`config.mk`:
```
export PLATFORM = sky130hd
export DESIGN_NAME = piso_serializer_flat
export DESIGN_NICKNAME = d
export VERILOG_FILES = /design/src/rtl/ser_pkg.sv /design/src/rtl/piso_serializer_if.sv /design/src/rtl/ser_bit_counter.sv /design/src/rtl/piso_serializer.sv /design/src/flat_wrapper.sv
export SDC_FILE = /design/constraint.sdc
export NUM_CORES = 1
export LEC_CHECK = 0
export CORE_UTILIZATION = 45
export CTS_BUF_LIST = sky130_fd_sc_hd__clkbuf_4
export CTS_CLUSTER_SIZE = 30
export DETAILED_ROUTE_END_ITERATION = 10
export GPL_TIMING_DRIVEN = 0
export HOLD_SLACK_MARGIN = 0.1
export PLACE_DENSITY = 0.78
export SLEW_MARGIN = 20
export SYNTH_ARGS = -nofsm -noshare
export SYNTH_HDL_FRONTEND = slang
export SYNTH_SLANG_ARGS = --single-unit
export TNS_END_PERCENT = 50
```
`constraint.sdc`:
```
create_clock -name clk -period 1.6 [get_ports clk]
set_clock_uncertainty 0.1 [all_clocks]
set_input_delay 0.48 -clock clk [delete_from_list [all_inputs] [get_ports clk]]
set_output_delay 0.48 -clock clk [all_outputs]
set_load 0.005 [all_outputs]
```
`src/rtl/ser_pkg.sv`:
```
// Shared types and helpers for the PISO serializer.
// FSM state encoding and counter width helper.
package ser_pkg;

  typedef enum logic [1:0] {
    ST_IDLE  = 2'd0,
    ST_SHIFT = 2'd1,
    ST_GAP   = 2'd2
  } state_t;

  // gap counter width (covers 0..15 idle cycles)
  localparam int GAP_W = 4;

  // counter width for n positions, never below 1
  function automatic int CNT_W(input int n);
    return (n <= 2) ? 1 : $clog2(n);
  endfunction

endpackage

```
`src/rtl/piso_serializer_if.sv`:
```
// Word handshake and serial stream bundle.
// master: word producer; slave: serializer.
interface piso_serializer_if #(
  parameter int WIDTH = 4
) ();

  logic [WIDTH-1:0] in_data;
  logic             in_valid;
  logic             in_ready;
  logic             ser_out;
  logic             ser_valid;
  logic             frame_start;
  logic             done;
  logic             busy;

  modport master (
    output in_data,
    output in_valid,
    input  in_ready,
    input  ser_out,
    input  ser_valid,
    input  frame_start,
    input  done,
    input  busy
  );

  modport slave (
    input  in_data,
    input  in_valid,
    output in_ready,
    output ser_out,
    output ser_valid,
    output frame_start,
    output done,
    output busy
  );

endinterface

```
`src/rtl/ser_bit_counter.sv`:
```
// Up-counter with sync clear, enable and terminal count.
// clk/rst, i_load (clear), i_en, o_cnt, o_tc (cnt==MAX).
module ser_bit_counter #(
  parameter int W   = 2,
  parameter int MAX = 3
) (
  input  logic         clk,
  input  logic         rst,
  input  logic         i_load,
  input  logic         i_en,
  output logic [W-1:0] o_cnt,
  output logic         o_tc
);

  localparam logic [W-1:0] LAST = W'(MAX);

  logic [W-1:0] r_cnt;

  assign o_cnt = r_cnt;
  assign o_tc  = (r_cnt == LAST);

  // holds at LAST so it never wraps
  always_ff @(posedge clk or posedge rst) begin
    if (rst) begin
      r_cnt <= '0;
    end else if (i_load) begin
      r_cnt <= '0;
    end else if (i_en && !o_tc) begin
      r_cnt <= r_cnt + 1'b1;
    end
  end

endmodule

```
`src/rtl/piso_serializer.sv`:
```
// Parallel-in/serial-out serializer with framing strobes.
// clk, rst, bus (slave): word handshake in, serial stream out.
module piso_serializer
  import ser_pkg::*;
#(
  parameter int WIDTH      = 4,
  parameter int LSB_FIRST  = 0,
  parameter int GAP_CYCLES = 0
) (
  input logic              clk,
  input logic              rst,
  piso_serializer_if.slave bus
);

  localparam int CW   = CNT_W(WIDTH);
  localparam int GMAX =
    (GAP_CYCLES > 0) ? GAP_CYCLES - 1 : 0;

  state_t           r_state;
  state_t           w_next;
  logic [WIDTH-1:0] r_shreg;

  logic             r_ser_out;
  logic             r_ser_valid;
  logic             r_frame_start;
  logic             r_done;
  logic             r_busy;

  logic             w_ser_out;
  logic             w_ser_valid;
  logic             w_frame_start;
  logic             w_done;
  logic             w_busy;

  logic             w_hs;
  logic             w_in_shift;
  logic             w_in_gap;
  logic             w_gap_ld;
  logic [CW-1:0]    w_bit_cnt;
  logic             w_bit_tc;
  logic [CW-1:0]    w_idx;
  logic             w_bit;
  logic [GAP_W-1:0] w_unused_gap_cnt;
  logic             w_gap_tc;

  assign w_in_shift = (r_state == ST_SHIFT);
  assign w_in_gap   = (r_state == ST_GAP);
  assign w_hs       = bus.in_valid
                    & (r_state == ST_IDLE);
  assign w_gap_ld   = w_in_shift & w_bit_tc;

  assign bus.in_ready    = (r_state == ST_IDLE);
  assign bus.ser_out     = r_ser_out;
  assign bus.ser_valid   = r_ser_valid;
  assign bus.frame_start = r_frame_start;
  assign bus.done        = r_done;
  assign bus.busy        = r_busy;

  ser_bit_counter #(
    .W   (CW),
    .MAX (WIDTH - 1)
  ) u_bit_cnt (
    .clk    (clk),
    .rst    (rst),
    .i_load (w_hs),
    .i_en   (w_in_shift),
    .o_cnt  (w_bit_cnt),
    .o_tc   (w_bit_tc)
  );

  ser_bit_counter #(
    .W   (GAP_W),
    .MAX (GMAX)
  ) u_gap_cnt (
    .clk    (clk),
    .rst    (rst),
    .i_load (w_gap_ld),
    .i_en   (w_in_gap),
    .o_cnt  (w_unused_gap_cnt),
    .o_tc   (w_gap_tc)
  );

  // bit k of the word, in wire order
  assign w_idx = (LSB_FIRST != 0)
               ? w_bit_cnt
               : CW'(WIDTH - 1) - w_bit_cnt;
  assign w_bit = r_shreg[w_idx];

  always_ff @(posedge clk or posedge rst) begin
    if (rst) begin
      r_shreg <= '0;
    end else if (w_hs) begin
      r_shreg <= bus.in_data;
    end
  end

  always_ff @(posedge clk or posedge rst) begin
    if (rst) begin
      r_state       <= ST_IDLE;
      r_ser_out     <= 1'b0;
      r_ser_valid   <= 1'b0;
      r_frame_start <= 1'b0;
      r_done        <= 1'b0;
      r_busy        <= 1'b0;
    end else begin
      r_state       <= w_next;
      r_ser_out     <= w_ser_out;
      r_ser_valid   <= w_ser_valid;
      r_frame_start <= w_frame_start;
      r_done        <= w_done;
      r_busy        <= w_busy;
    end
  end

  always_comb begin
    w_next = r_state;
    case (r_state)
      ST_IDLE: begin
        if (bus.in_valid) begin
          w_next = ST_SHIFT;
        end
      end
      ST_SHIFT: begin
        if (w_bit_tc) begin
          w_next = (GAP_CYCLES > 0)
                 ? ST_GAP : ST_IDLE;
        end
      end
      ST_GAP: begin
        if (w_gap_tc) begin
          w_next = ST_IDLE;
        end
      end
      default: w_next = ST_IDLE;
    endcase
  end

  // next values of the registered outputs;
  // busy tracks the state being entered
  always_comb begin
    w_ser_out     = 1'b0;
    w_ser_valid   = 1'b0;
    w_frame_start = 1'b0;
    w_done        = 1'b0;
    w_busy        = (w_next != ST_IDLE);
    if (w_in_shift) begin
      w_ser_out     = w_bit;
      w_ser_valid   = 1'b1;
      w_frame_start = (w_bit_cnt == '0);
      w_done        = w_bit_tc;
    end
  end

endmodule

```
`src/flat_wrapper.sv`:
```
// flat-port wrapper written by rule: the top's interface ports become plain ports
module piso_serializer_flat import ser_pkg::*;
#(
  parameter int WIDTH      = 4,
  parameter int LSB_FIRST  = 0,
  parameter int GAP_CYCLES = 0
)
  (clk, rst, bus_in_data, bus_in_valid, bus_in_ready, bus_ser_out, bus_ser_valid, bus_frame_start, bus_done, bus_busy);
  piso_serializer_if #(.WIDTH(WIDTH)) bus_i ();
  input logic clk;
  input logic rst;
  input wire logic [$bits(bus_i.in_data)-1:0] bus_in_data;
  input wire logic [$bits(bus_i.in_valid)-1:0] bus_in_valid;
  output wire logic [$bits(bus_i.in_ready)-1:0] bus_in_ready;
  output wire logic [$bits(bus_i.ser_out)-1:0] bus_ser_out;
  output wire logic [$bits(bus_i.ser_valid)-1:0] bus_ser_valid;
  output wire logic [$bits(bus_i.frame_start)-1:0] bus_frame_start;
  output wire logic [$bits(bus_i.done)-1:0] bus_done;
  output wire logic [$bits(bus_i.busy)-1:0] bus_busy;
  assign bus_i.in_data = bus_in_data;
  assign bus_i.in_valid = bus_in_valid;
  assign bus_in_ready = bus_i.in_ready;
  assign bus_ser_out = bus_i.ser_out;
  assign bus_ser_valid = bus_i.ser_valid;
  assign bus_frame_start = bus_i.frame_start;
  assign bus_done = bus_i.done;
  assign bus_busy = bus_i.busy;
  piso_serializer #(.WIDTH(WIDTH), .LSB_FIRST(LSB_FIRST), .GAP_CYCLES(GAP_CYCLES)) u_core (.clk(clk), .rst(rst), .bus(bus_i));
endmodule
```
After elaboration in Yosys (flattened, before gate mapping)
Cells that the tools add are included.

Output and inout port bits: 6. Input bits: 7. Logic and storage cells: 42. Register bits: 17.

Magnitude comparators: 1. Eq/ne operators: 3. $add $sub $neg: 3. Mux-type cells: 14. Bitwise logic cells: 2. Reduce and logical (&&, ||, !) cells: 10.

Operators with widths (number): $mux 2 (5); $mux 4 (2); $pmux 2 s3 (1); $reduce_bool 2->1 (3); $mux 1 (5); $add 4x1->4 const B (1); $eq 2x2->1 const B (2); $logic_not 2->1 (2); $logic_not 4->1 (1); $lt 2x3->1 const B (1); $add 2x1->2 const B (1); $and 1x1->1 (2); $bmux 1 s2 (1); $eq 2x1->1 const B (1); $logic_and 1x1->1 (2); $logic_not 1->1 (2); $sub 2x2->2 const A (1).

Logic depth before layout (Yosys ltp)
Depth after elaboration: 5. Mapped depth: 5. Depth with buffers taken out: 5.

By module
From an unflattened synthesis, not the netlist that was laid out.

Cell total of the unflattened synthesis: 64. Area, all modules: 795.8 µm².

Modules (own cells, without submodules): piso_serializer (sequential area each 275.3 µm², cells each 29, area each 427.9 µm², instances 1); ser_bit_counter (u_core.u_gap_cnt) (sequential area each 100.1 µm², cells each 24, area each 240.2 µm², instances 1); ser_bit_counter (u_core.u_bit_cnt) (sequential area each 50.0 µm², cells each 11, area each 127.6 µm², instances 1).

Worst setup path before layout
Ideal clock, no wire load.

Kind: reg2reg. Start: register u_core.u_gap_cnt.r_cnt[0], in the netlist u_core.u_gap_cnt.o_cnt[0]. End: register u_core.r_busy, in the netlist u_core.bus.busy. Slack: 43 ps. Buffers on the path: 0. Setup time: 124 ps. Data required time: 1376 ps. Clock period less this slack: 1557 ps. Arrival time: 1333 ps. Stages on the path, launching flop included: 6. Path through: dfrtp_1 > inv_1 > ha_1 > or3b_4 > and2_4 > or2_1.

Word-level cells in the longest chain between the ends: 4.

RTL lines: start, declared (line ser_bit_counter.sv:17) `logic [W-1:0] r_cnt;`; start signal, assigned (line ser_bit_counter.sv:29) `r_cnt <= r_cnt + 1'b1;`; $logic_not 4->1 (line ser_bit_counter.sv:20) `assign o_tc = (r_cnt == LAST);`; $mux 2 (line piso_serializer.sv:130) `if (w_gap_tc) begin`; $pmux 2 s3 (line piso_serializer.sv:117) `case (r_state)`; named net u_core.w_next[1] (line piso_serializer.sv:20) `state_t w_next;`; $reduce_bool 2->1 (line piso_serializer.sv:145) `w_busy = (w_next != ST_IDLE);`; named net u_core.w_busy (line piso_serializer.sv:33) `logic w_busy;`; end signal, assigned (line piso_serializer.sv:111) `r_busy <= w_busy;`; end, declared (line piso_serializer.sv:27) `logic r_busy;`.

The timed path passes the listed nets, and every way through them passes these cells. A chain may end at the register's enable or synchronous reset.

Worst setup path in the final report
Same ends and word-level chain as after synthesis.

==> flow_metrics.tcl <==
set metrics [dict create \
    min_period_over_period_pct 100.2 \
    vdd_drop_max_mv 0.6550 \
    hold_slack_ns 0.4138 \
    numCtsBuffers 3 \
    num_vias 556 \
    wl_per_cell_microns 12.50 \
    cts_buffer_depth 2 \
    fmax_mhz 623.6 \
    clk_latency_ns 0.29 \
    syn_area_sq_um 767.0 \
    cts_hold_buf 0 \
    core_area_sq_um 1541 \
    syn-mean-instance-area_sq_um 11.80 \
    ios 13 \
    grt_pass1_vias 497 \
    grt_max_degree 18 \
    post_drt_via_cell_ratio 5.451 \
    remaining_drc_errors 0 \
    hold_viol_final 0 \
    worst_pin_slew_ns 0.6253 \
    violations "setup timing" \
    dieWidth_microns 43.29 \
    path_clk_slew_ns 0.10 \
    fin_crit_ns 1.604 \
    cp.required_ns 1.68 \
    die_area_sq_um 1874 \
    wl_met3_microns 66 \
    drive_above_1_share_pct 27.91 \
    critPathCaptureType "flop" \
    synthDistinctLibCells 24 \
    relSlewSlack_pct 58.27 \
    syn_to_final_growth_pct 25.94 \
    cts_root_buf "clkbuf_4" \
    synth_warnings 0 \
    slew_violations 0 \
    rsz0062_at_grt "true" \
    grt_pass1_wl_microns 2097 \
    syn_nets 76 \
    pre_cts_ws_ns -0.2432 \
    fin_nets 98 \
    port_buffers 12 \
    path_max_fanout 4 \
    hold_class "flop to flop" \
    p_per_area_nw_per_um2 1407 \
    ys_seq_elements 17 \
    crit_path_start_kind "flop" \
    initial_utilization_pct 49.76 \
    detailroute.wirelength.met2_microns 602 \
    grt_use_total_pct 15.53 \
    overflow 0 \
    netlist_instances 65 \
    n_antenna_cell 0 \
    drtIter0Drc 10 \
    total_leakage_power_nw 0.4690 \
    topRoutingLayerUsed "met4" \
    setup_ws_ns -0.003625 \
    yosysSeqAreaShare_pct 55.46 \
    dp_hpwl_microns 858.1 \
    status "complete, but fails checks" \
    die_h_microns 43.29 \
    cp_cell_sequence "inv_2, ha_1, or3b_4, and2_4, or2_1" \
    clock-sinks 17 \
    gp_congestion 0.7311 \
    maxCapViolations 0 \
    antenna_found_initial 0 \
    setup_viol 1 \
    cts_tree "done" \
    arrival_ns 1.69 \
    slowest_stage "dfrtp_1" \
    slowest_delay_ns 0.42 \
    met1_length_microns 579 \
    rows 14 \
    routed_wl_microns 1275 \
    first_pass_iters 4 \
    h-tree-depth 1 \
    crit_type "flop to flop" \
    postRouteAntennaNets 0 \
]
==> stage by stage <==
| stage | total power [mW] | instance area, sq um | cells | util, % | setup TNS [ns] |
|---|---|---|---|---|---|
| 6_report | 1.359 | 965.9 | 102 | 62.66 | -0.003625 |
| 5_1_grt | 1.462 | 965.9 | 102 | 62.66 | -0.08812 |
| 4_1_cts | 1.369 | 943.4 | 99 | 61.20 | -0.008624 |
| 3_5_place_dp | 1.171 | 907.1 | 93 | 58.85 | -1.086 |
| 3_3_place_gp | 1.153 | 907.1 | 93 | 58.85 | -1.026 |
| 2_1_floorplan | 0.9611 | 767.0 | 65 | - | 0 |
==> report_power, final <==
group | internal (mW) | leakage [nW] | switching, mW | total (mW)
clock network | 0.0929 | 0.0177 | 0.132 | 0.225
registers | 0.574 | 0.211 | 0.0748 | 0.649
logic | 0.279 | 0.240 | 0.206 | 0.485
==> metal layers <==
metal | global-route usage (%) | up-vias
li1 | - | 269
met1 | 21.27 | 257
met2 | 22.99 | 22
met3 | 3.830 | 8
met4 | 7.273 | 0
met5 | 0 | -
==> cell usage after synthesis (all sizes together) <==
master  number  area (sq um)
a21oi        2         10.01
a22oi        1         7.510
a311oi       2         17.52
a31oi        1         6.260
and2         4         27.53
and2b        1         7.510
and3         1         7.510
dfrtp       17         425.4
ha           4         50.05
inv          7         26.28
mux2         4         45.04
mux4         1         22.52
nand2        2         7.510
nand2b       2         12.51
nand3        2         10.01
nand3b       1         7.510
nor2         4         15.01
nor2b        1         6.260
o21ai        5         25.02
o31ai        1         12.51
or2          1         6.260
or3b         1         11.26
==> timing repair <==
action                                  4_1_cts  5_1_grt
setup buffers                                 2        3
hold endpoints to repair                      0        0
endpoints found under the setup margin        7        6
gates resized for setup                      14        1
pin swaps                                     2        0
==> state kept, by name (all words and copies together) (netlist names) <==
| name | flops |
|---|---|
| u_core.bus.done | 1 |
| u_core.bus.busy | 1 |
| u_core.bus.frame_start | 1 |
| u_core.r_state | 2 |
| u_core.r_shreg | 4 |
| u_core.u_gap_cnt.o_cnt | 4 |
| u_core.u_bit_cnt.o_cnt | 2 |
| u_core.bus.ser_out | 1 |
| u_core.bus.ser_valid | 1 |
==> placed cells by master (no fill, tap or decap), drive strengths merged <==
master and instances:
a21oi 2, a22oi 1, a311oi 2, a31oi 1
and2 4, and2b 1, and3 1, buf 6
clkbuf 3, clkdlybuf4s50 6, clkinv 1, dfrtp 17
dlygate4sd2 5, ha 4, inv 7, mux2 4
mux4 1, nand2 2, nand2b 2, nand3 2
nand3b 1, nor2 4, nor2b 1, o21ai 5
o31ai 1, or2 1, or3b 1
==> critical path, delay by kind of cell (launching register included) <==
| kind | cells | cell delay (ns) |
|---|---|---|
| AND/OR/NAND/NOR | 3 | 0.78 |
| flip-flops | 1 | 0.42 |
| adder cells (fa/ha/maj) | 1 | 0.13 |
| buffers and inverters | 1 | 0.07 |
==> cell families after synthesis <==
logic type	count (synthesis)	synth area share, %
flip-flops	17	55.47
AO/OA/AOI/OAI	12	10.28
adder cells (fa/ha/maj)	4	6.526
AND/OR/NAND/NOR	20	15.50
buffers and inverters	7	3.426
multiplexers	5	8.809
==> layout make-up <==
type                            count  area, sq um
Inverter                            7        26.28
Timing Repair Buffer               17        146.4
Fill cell                         131        575.6
Clock inverter                      1        5.005
Sequential cell                    17        427.9
Clock buffer                        3        22.52
Multi-Input combinational cell     41        317.8
Tap cell                           16        20.02
==> path summary, 6_finish.rpt <==
kind	start	end	slack (ns)	cells after the start
worst min register to register	u_core.r_shreg[1]	u_core.r_shreg[1]	0.41	1
worst max register to register	u_core.u_gap_cnt.o_cnt[0]	u_core.bus.busy	-0.004	5
worst max-delay path	u_core.u_gap_cnt.o_cnt[0]	u_core.bus.busy	-0.004	5
worst min-delay path	u_core.r_shreg[1]	u_core.r_shreg[1]	0.41	1
min in group asynchronous	rst	u_core.bus.busy	0.46	2
max in group asynchronous	rst	u_core.r_state[0]	0.50	2
Power figures use the tool's default switching activity.
